$ cat src/rtl/circuit1_pipe_if.sv
// circuit1_pipe_if: operand/result handshake bundle for circuit1_pipe
interface circuit1_pipe_if #(parameter int DATAWIDTH = 16);
  logic                 in_valid, in_ready, out_valid, out_ready, gt;
  logic [DATAWIDTH-1:0] a, b, c, z, x;
  modport master(output in_valid, a, b, c, out_ready, input in_ready, out_valid, z, x, gt);
  modport slave(input in_valid, a, b, c, out_ready, output in_ready, out_valid, z, x, gt);
endinterface

$ cat src/rtl/circuit1_pipe.sv
// circuit1_pipe: two-stage pipeline computing z = max(a+b, a+c), x = a*c - (a+b), gt = (a+b > a+c)
module circuit1_pipe #(
  parameter int DATAWIDTH = 16,
  parameter bit SIGNED    = 1'b0
) (
  input logic Clk,
  input logic Rst,
  circuit1_pipe_if.slave io
);
  logic                 advance;
  logic [DATAWIDTH-1:0] sum_ab, sum_ac, prod;
  logic                 v1_d, v1_q, g1_d, g1_q, ov_d, ov_q, gt_d, gt_q;
  logic [DATAWIDTH-1:0] d1_d, d1_q, e1_d, e1_q, f1_d, f1_q, z_d, z_q, x_d, x_q;
  // Both stages shift together; the whole pipe stalls only when a result is waiting.
  always_comb begin
    advance = !ov_q || io.out_ready;
    sum_ab  = io.a + io.b;
    sum_ac  = io.a + io.c;
    prod    = io.a * io.c;
    v1_d    = advance ? io.in_valid : v1_q;
    d1_d    = advance ? sum_ab : d1_q;
    e1_d    = advance ? sum_ac : e1_q;
    f1_d    = advance ? prod : f1_q;
    g1_d    = advance ? (SIGNED ? ($signed(sum_ab) > $signed(sum_ac)) : (sum_ab > sum_ac)) : g1_q;
    ov_d    = advance ? v1_q : ov_q;
    z_d     = advance ? (g1_q ? d1_q : e1_q) : z_q;
    x_d     = advance ? f1_q - d1_q : x_q;
    gt_d    = advance ? g1_q : gt_q;
  end
  always_ff @(posedge Clk or negedge Rst) begin
    if (!Rst) begin
      v1_q <= 1'b0;
      g1_q <= 1'b0;
      d1_q <= '0;
      e1_q <= '0;
      f1_q <= '0;
      ov_q <= 1'b0;
      z_q  <= '0;
      x_q  <= '0;
      gt_q <= 1'b0;
    end else begin
      v1_q <= v1_d;
      g1_q <= g1_d;
      d1_q <= d1_d;
      e1_q <= e1_d;
      f1_q <= f1_d;
      ov_q <= ov_d;
      z_q  <= z_d;
      x_q  <= x_d;
      gt_q <= gt_d;
    end
  end
  assign io.in_ready  = advance;
  assign io.out_valid = ov_q;
  assign io.z         = z_q;
  assign io.x         = x_q;
  assign io.gt        = gt_q;
endmodule

$ cat src/flat_wrapper.sv
// flat-port wrapper written by rule: the top's interface ports become plain ports
module circuit1_pipe_flat 
#(
  parameter int DATAWIDTH = 16,
  parameter bit SIGNED    = 1'b0
)
  (Clk, Rst, io_in_valid, io_a, io_b, io_c, io_out_ready, io_in_ready, io_out_valid, io_z, io_x, io_gt);
  circuit1_pipe_if #(.DATAWIDTH(DATAWIDTH)) io_i ();
  input logic Clk;
  input logic Rst;
  input wire logic [$bits(io_i.in_valid)-1:0] io_in_valid;
  input wire logic [$bits(io_i.a)-1:0] io_a;
  input wire logic [$bits(io_i.b)-1:0] io_b;
  input wire logic [$bits(io_i.c)-1:0] io_c;
  input wire logic [$bits(io_i.out_ready)-1:0] io_out_ready;
  output wire logic [$bits(io_i.in_ready)-1:0] io_in_ready;
  output wire logic [$bits(io_i.out_valid)-1:0] io_out_valid;
  output wire logic [$bits(io_i.z)-1:0] io_z;
  output wire logic [$bits(io_i.x)-1:0] io_x;
  output wire logic [$bits(io_i.gt)-1:0] io_gt;
  assign io_i.in_valid = io_in_valid;
  assign io_i.a = io_a;
  assign io_i.b = io_b;
  assign io_i.c = io_c;
  assign io_i.out_ready = io_out_ready;
  assign io_in_ready = io_i.in_ready;
  assign io_out_valid = io_i.out_valid;
  assign io_z = io_i.z;
  assign io_x = io_i.x;
  assign io_gt = io_i.gt;
  circuit1_pipe #(.DATAWIDTH(DATAWIDTH), .SIGNED(SIGNED)) u_core (.Clk(Clk), .Rst(Rst), .io(io_i));
endmodule
$ cat config.mk
export PLATFORM = sky130hd
export DESIGN_NAME = circuit1_pipe_flat
export DESIGN_NICKNAME = d
export VERILOG_FILES = /design/src/rtl/circuit1_pipe_if.sv /design/src/rtl/circuit1_pipe.sv /design/src/flat_wrapper.sv
export SDC_FILE = /design/constraint.sdc
export NUM_CORES = 1
export LEC_CHECK = 0
export CAP_MARGIN = 20
export CELL_PAD_IN_SITES_DETAIL_PLACEMENT = 0
export CELL_PAD_IN_SITES_GLOBAL_PLACEMENT = 2
export CORE_MARGIN = 3
export CORE_UTILIZATION = 35
export DETAILED_ROUTE_END_ITERATION = 16
export PLACE_DENSITY = 0.76
export REMOVE_ABC_BUFFERS = 1
export SYNTH_ARGS = -nofsm -noshare
export SYNTH_HDL_FRONTEND = slang
export SYNTH_SLANG_ARGS = --single-unit
export TNS_END_PERCENT = 100
$ cat constraint.sdc
create_clock -name Clk -period 3.9 [get_ports Clk]
set_input_delay 0.78 -clock Clk [delete_from_list [all_inputs] [get_ports Clk]]
set_output_delay 0.78 -clock Clk [all_outputs]
set_load 0.005 [all_outputs]
* Yosys cells after proc, flatten, opt, wreduce, memory -nomap -nowiden
Index checks and enable logic that the tools add are counted.
W data, S select, Z words.
** Word-level totals
- Bits of input ports :: 52
- Logic and storage cells :: 17
- Register bits :: 84
- Output and inout port bits :: 35
** Operators by class
- Muxes and demuxes :: 1
- $add $sub $neg :: 3
- $lt $le $gt $ge :: 1
- Reduce and logical (&&, ||, !) cells :: 2
- $mul :: 1
** Operators by type and width (count)
- $add A16 B16 Y16 :: 2
- $gt A16 B16 Y1 :: 1
- $mul A16 B16 Y16 :: 1
- $mux W16 :: 1
- $sub A16 B16 Y16 :: 1
- $logic_not A1 Y1 :: 1
- $logic_or A1 B1 Y1 :: 1

* Logic depth before layout (Yosys ltp)
Gate-level depths: netlist (run 1).
- Depth in word-level cells :: 2
- Gate-level depth with buffers :: 21
- Gate-level depth less buffers :: 20

* Worst setup path before layout (run 1)
OpenSTA, ideal clock, no wires.
- Kind :: input-to-reg
- From :: input port io_c[1]
- To :: register u_core.f1_q[14]
- Arrival :: 5.458 ns
- Buffers on the path :: 1
- Data required time :: 3.761 ns
- Slack :: -1.696 ns
- Stages on the path :: 17
- Setup time :: 0.139 ns
- Path through :: clkbuf_1 nand2_1 fa_1 fa_1 fa_1 fa_1 inv_1 fa_1 inv_1 fa_1 inv_1 ha_1 and3_1 a2111oi_2 a21oi_1 xnor2_1 a21oi_1
** On the way
- Word-level cells in the longest chain between the ends :: 1
** Ends and longest elaborated chain
- start: declaration :: line flat_wrapper.sv:14 : input wire logic [$bits(io_i.c)-1:0] io_c;
- $mul A16 B16 Y16 :: line circuit1_pipe.sv:19 : prod = io.a * io.c;
- end signal: assignment :: line circuit1_pipe.sv:36 : f1_q <= '0;
- end signal: assignment :: line circuit1_pipe.sv:46 : f1_q <= f1_d;
- end: declaration :: line circuit1_pipe.sv:13 : logic [DATAWIDTH-1:0] d1_d, d1_q, e1_d, e1_q, f1_d, f1_q, z_d, z_q, x_d, x_q;
Every way passes these cells.
A chain may end at the register's enable or synchronous reset.

* Worst setup path after layout (run 1)
- From :: input port io_c[4]
- To :: register u_core.f1_q[15]
The elaborated chain is that of the path after synthesis.

==> results of run 1 <==
-- worst max-delay path: stages --
cell and delay [ps]:
buf_8 100, buf_6 130, buf_6 110, and2_4 130, fa_1 550, fa_1 440, ha_2 190, fa_1 520
inv_2 40, fa_1 480, fa_1 500, inv_2 50, ha_4 160, buf_6 110, a21o_1 200, a31oi_4 210
o22ai_4 120, nor4_2 290, a21oi_1 80, xnor2_1 150, o21ai_1 70
-- what timing repair did --
action | 4_1_cts | 5_1_grt
gates cloned | 0 | 0
endpoints found under the setup margin | 13 | 13
setup buffers | 31 | 22
hold buffers | 0 | 0
gates resized for setup | 204 | 90
pin swaps | 88 | 87
-- final timing paths --
path | from | to | cells past startpoint
worst max-delay path | io_c[4] | u_core.f1_q[15]$_DFFE_PN0P_ | 21
worst min-delay path | Rst | u_core.io.z[2]$_DFFE_PN0P_ | 1
worst max register to register | u_core.f1_q[0]$_DFFE_PN0P_ | u_core.io.x[12]$_DFFE_PN0P_ | 11
worst min register to register | u_core.e1_q[0]$_DFFE_PN0P_ | u_core.e1_q[0]$_DFFE_PN0P_ | 2
max in group asynchronous | Rst | u_core.io.x[15]$_DFFE_PN0P_ | 2
min in group Clk | u_core.e1_q[0]$_DFFE_PN0P_ | u_core.e1_q[0]$_DFFE_PN0P_ | 2
-- area by class of cell --
type / instances / share of cell area (%)
clock buffers: 9 / 1.67
clock inverters: 7 / 0.482
inverters: 141 / 3.94
multi-input cells: 813 / 54.4
flip-flops and latches: 84 / 15.6
well taps: 335 / 3.11
repair buffers: 320 / 20.8
-- placed cells by master, fill, tap and decap left out, drive strengths merged, types with 3 or more instances in the layout --
master / instances
buf: 249
nand2: 158
inv: 146
ha: 112
dfrtp: 84
fa: 82
o21ai: 79
and2: 66
clkdlybuf4s50: 58
xnor2: 56
a21oi: 48
nor2: 47
xor2: 22
a21o: 17
mux2i: 17
nand2b: 12
clkbuf: 11
o21a: 10
nand3: 9
a31oi: 9
nor2b: 8
nor3: 7
dlygate4sd2: 6
mux2: 5
nor4: 5
o21bai: 5
or3: 4
o31ai: 4
and3: 3
a211oi: 3
clkdlybuf4s15: 3
-- registers in the layout (all words and copies together), names as in the netlist --
| signal | flops |
|---|---|
| u_core.d1_q | 16 |
| u_core.e1_q | 16 |
| u_core.f1_q | 16 |
| u_core.io.x | 16 |
| u_core.io.z | 16 |
| u_core.g1_q | 1 |
| u_core.io.gt | 1 |
| u_core.io.out_valid | 1 |
| u_core.v1_q | 1 |
-- layer usage --
layer	vias up	share of wire (%)	global-route usage [%]
met1	3811	49	27.8
met3	16	3.1	1.56
met2	143	47	32.2
met5	-	0	0
met4	0	1.0	3.84
li1	4081	-	-
-- stage by stage --
| step | power [mW] | setup TNS [ps] | cells | worst slack, ps | util (%) |
|---|---|---|---|---|---|
| 6_report | 9.57 | -9160 | 1709 | -1320 | 51.3 |
| 5_1_grt | 10.5 | -10780 | 1709 | -1500 | 51.3 |
| 4_1_cts | 8.78 | -9090 | 1686 | -1270 | 49.2 |
| 3_5_place_dp | 7.20 | -22550 | 1641 | -2320 | 45.5 |
| 3_3_place_gp | 7.14 | -21570 | 1641 | -2210 | 45.5 |
| 2_1_floorplan | 5.03 | -104880 | 1038 | -2470 | - |
-- power by group through the flow --
stage          combinational (mW)  sequential, mW  clock (mW)
4_1_cts                      6.43            1.47       0.880
3_3_place_gp                 5.66            1.48           0
5_1_grt                      8.05            1.51       0.916
6_report                     7.26            1.47       0.846
2_1_floorplan                3.59            1.44           0
3_5_place_dp                 5.72            1.49           0
-- cell families after synthesis --
kind of cell,after synthesis,synth area share [%]
and+or+nand+nor,327,16.3
DFF,84,22.3
buffers and inverters,173,6.90
muxes,22,2.44
xor gates and xnor gates,78,7.25
AOI/OAI and AO/OA,192,12.5
adders and majority gates,194,32.3
==> results.md, run 1 <==
- Fill cell count: about 2500
- Die Area: 28900 um^2
- Drt first pass iters: 7
- 1st-iter DRT viols: 328
- Clock sink count: 84
- Area leader, netlist: dfrtp_1
- Synthesized area per cell: 8.80 um^2
- Yosys Warn Count: 0
- Max cap viols: 0
- Vias: 8051
- P per Cell Area: 709 nW/um^2
- Class of the worst hold path: in -> async
- Post-synth top cells: nand2_1, inv_1, ha_1
- Worst skew pair latency: 340 ps
- Synth top area share: 22.3%
- Hold Slack: 316 ps
- Total core area: about 26000 um^2
- Final RePlAce weighted congestion: 0.854
- Slew @ Worst Pin: ~1100 ps
- Internal power: 5.60 mW
- Nets: approximately 1600
- Worst Skew: 13.7 ps
- Fin crit share: 134%
- # IOs: 87
- Number of synthesized flops with an enable pin: 0
- Syn-to-layout area delta: 43.2%
- Max IR drop VDD: 0.000662 V
- Clock Root Buffer: clkbuf_16
- Net Sw Power: 3.97 mW
- Hold Vio Cnt, Final: 0
- Worst Setup Start Kind: primary input
- Final critical-path required period: between 5000 and 6000 ps
- H-Tree Depth: 3
- Chip Width: 170 um
- Largest net degree at the start of global routing: approximately 100
- CP max FO: 4
- FFs w/ async S/R, synth: 100%
- Main flop type after synthesis: dfrtp_1
- Rows: between 50 and 60
- Die outline height: 170 um
- Max_slew headroom: between 20 and 30%
- Synth Register Bits: 84
- Vias in the first global route: just over 8000
- Post-Route WL: 27500 um
- Initial Utilization: ~36%
- Crit path kind: in -> reg
- WL/cell: 16.1 um
- Area contributors post-synth: dfrtp_1, fa_1, ha_1, nand2_1, inv_1
- Post-Syn Instances: ~1100
- Sw Share: between 40% and 50%
- Yosys cell types: 54
- GRT Resource Usage Total: 19.3%
- Reg2reg setup slack: 1150 ps
- Critical Path RT: 4100 ps
- Final setup fails: 12
- Remaining DRCs: 0
- Congestion Overflow GR: 0
- Data arrival time of the worst path: roughly 5400 ps
- Diode count: 0
- Placed cell area: around 12000 um^2
- Antenna violations before repair: 0
- Most numerous cell in the Yosys netlist: nand2_1
- Post-DP HPWL: 22100 um
- P_leak: 6.45 nW
- Sequential share of the synthesized area: 22.3%
- I/O Buffers: 86
- Area occupied by multi-input gates: about 7300 um^2
- TritonCTS clock tree: done
- Mapped Area: 9420 um^2
- Via density: 4.71
- FF/Latch Area: 2100 um^2
- Status: finished with violations
- Cell area after layout: 13500 um^2
- RSZ-0062 raised after global routing: yes
- Share of cells above drive strength 1: 29.4%
- Maximum clock insertion buffer count: 2
- First-pass GRT wire length: 44300 um
- Clk pwr share: roughly 8.8%
- Clk slew on worst S/H paths: 70 ps
- Sequential share of power: 15.3%
- Detail Route Antenna Nets: 0
- Highest Clock Rate: around 190 MHz
- Setup ws final: -1320 ps
- Comb pwr share: 75.8%
- Worst Setup End Kind: register
- CTS buffer count: 9
- Failing checks: negative setup slack
- Final Max Tran Viols: 0
(Power assumes the default switching activity.)
==> inputs of run 2 (changes only) <==
- CORE_UTILIZATION: 35 -> 40
- PLACE_DENSITY: 0.76 -> 0.85
- SLEW_MARGIN: unset -> 20
==> results.md, run 2 (synthesized netlist as in run 1, its figures left out) <==
- Status: finished with violations
- Failing checks: negative setup slack
- Worst Skew: roughly 13 ps
- Data arrival time of the worst path: 5270 ps
- Detail Route Antenna Nets: 0
- Vias: 7994
- 1st-iter DRT viols: 346
- WL/cell: 15.6 um
- Worst Setup Start Kind: primary input
- Commonest non-fill, non-tap cell in the layout: buf_4
- Largest net degree at the start of global routing: 99
- Crit path kind: in -> reg
- Rows: 55
- Max cap viols: 0
- Post-Route WL: between 20000 and 30000 um
- Drt first pass iters: 5
- Vias in the first global route: 8270
- Post-DP HPWL: approximately 21000 um
- Initial Utilization: a little over 40%
- Slew @ Worst Pin: 1070 ps
- Syn-to-layout area delta: 39.4%
- Chip Width: 159 um
- Clock sink count: 84
- Die outline height: 159 um
- Maximum clock insertion buffer count: 2
- Via density: 4.81
- Commonest cells after routing, fill and taps aside: buf_4, nand2_1, inv_1, ha_1, dfrtp_1
- Final setup fails: 11
- Hold Vio Cnt, Final: 0
- Critical Path RT: around 4100 ps
- Crit. Startpoint: io_c[4]
- Congestion Overflow GR: 0
- Remaining DRCs: 0
- P per Cell Area: 688 nW/um^2
- Share of cells above drive strength 1: 26.6%
- Max_slew headroom: 29.0%
- TritonCTS clock tree: done
- Class of the worst hold path: reg -> reg
- Setup ws final: -1170 ps
- Cell area after layout: 13100 um^2
- GRT Resource Usage Total: between 20% and 30%
- CP max FO: 5
- P_leak: 6.30 nW
- I/O Buffers: 86
- Fin crit share: 130%
- Final critical-path required period: just over 5000 ps
- First-pass GRT wire length: 42800 um
- Final RePlAce weighted congestion: 0.874
- H-Tree Depth: 3
- FF-to-FF Start: u_core.d1_q[0]$_DFFE_PN0P_
- Worst Setup End Kind: register
- Die Area: 25400 um^2
- Max IR drop VDD: 0.000527 V
- Clock Root Buffer: clkbuf_16
- RSZ-0062 raised after global routing: yes
- Final Max Tran Viols: 0
- Final core occ: 57.3%
- Nets: 1589
- Worst skew pair latency: roughly 340 ps
- Clk slew on worst S/H paths: 70 ps
- Diode count: 0
- Total core area: ~23000 um^2
- CTS buffer count: 9
- Cts hold-fix bufs: 0
- Highest Clock Rate: 197 MHz
- HP Start: u_core.v1_q$_DFFE_PN0P_
- Antenna violations before repair: 0
- Placed cell area: ~12000 um^2
- # IOs: 87
run 2: per-stage QoR:
| stage | std cells | total power [mW] | hold slack, ps | setup slack, ps | TNS, ps |
|---|---|---|---|---|---|
| after floorplan | 1038 | 5.03 | 430 | -2470 | -104880 |
| after global placement | 1617 | 7.04 | 440 | -2210 | -21280 |
| after detailed placement | 1617 | 7.12 | 449 | -2220 | -21390 |
| after CTS | 1658 | 8.74 | 464 | -1210 | -8030 |
| after global routing | 1661 | 9.89 | 497 | -1390 | -9840 |
| final | 1661 | 9.03 | 462 | -1170 | -8140 |
run 2: report_power, final:
| part | switching, mW | total [mW] | internal [mW] |
|---|---|---|---|
| Combinational | 3.10 | 6.60 | 3.49 |
| Sequential | 0.247 | 1.47 | 1.23 |
| Clock | 0.385 | 0.957 | 0.572 |
| Total | 3.74 | 9.03 | 5.29 |
run 2: cell type report:
cell class / instances / area, um^2
multi-input cells: 813 / 7190
flip-flops and latches: 84 / 2100
repair buffers: 294 / 2580
clock inverters: 7 / 103
clock buffers: 9 / 225
inverters: 141 / 529
fillers: 2075 / 9790
well taps: 313 / 392
run 2: final timing paths:
check                                                  end  slack (ps)  cells after the start
hold / removal                     u_core.v1_q$_DFFE_PN0P_         460                      2
min in group asynchronous  u_core.io.out_valid$_DFFE_PN0P_         490                      1
setup / recovery               u_core.f1_q[12]$_DFFE_PN0P_       -1170                     18
max in group asynchronous       u_core.f1_q[9]$_DFFE_PN0P_        2910                      1
hold reg to reg                    u_core.v1_q$_DFFE_PN0P_         460                      2
setup reg to reg               u_core.io.x[12]$_DFFE_PN0P_        1170                     10
run 2: layer usage:
metal	up-vias	GRT usage (%)	share of wire (%)
met5	-	0	0
met4	0	3.98	1.4
met3	27	1.85	3.9
met2	175	35.1	48
met1	3768	29.3	47
li1	4024	-	-
run 2: repair_timing:
action                     4_1_cts  5_1_grt
pin swaps                       75       35
gates resized for setup        245       35
setup buffers                   25        3
setup endpoints to repair       13       11
run 2: critical path: stages:
cell,delay (ps)
buf_8,100
and2_4,150
fa_1,530
inv_1,50
fa_1,500
fa_1,440
fa_1,540
inv_1,50
fa_1,490
inv_2,40
fa_1,490
inv_2,50
ha_4,230
and3_4,190
a2111oi_4,300
buf_4,180
xnor2_2,90
a21oi_1,70
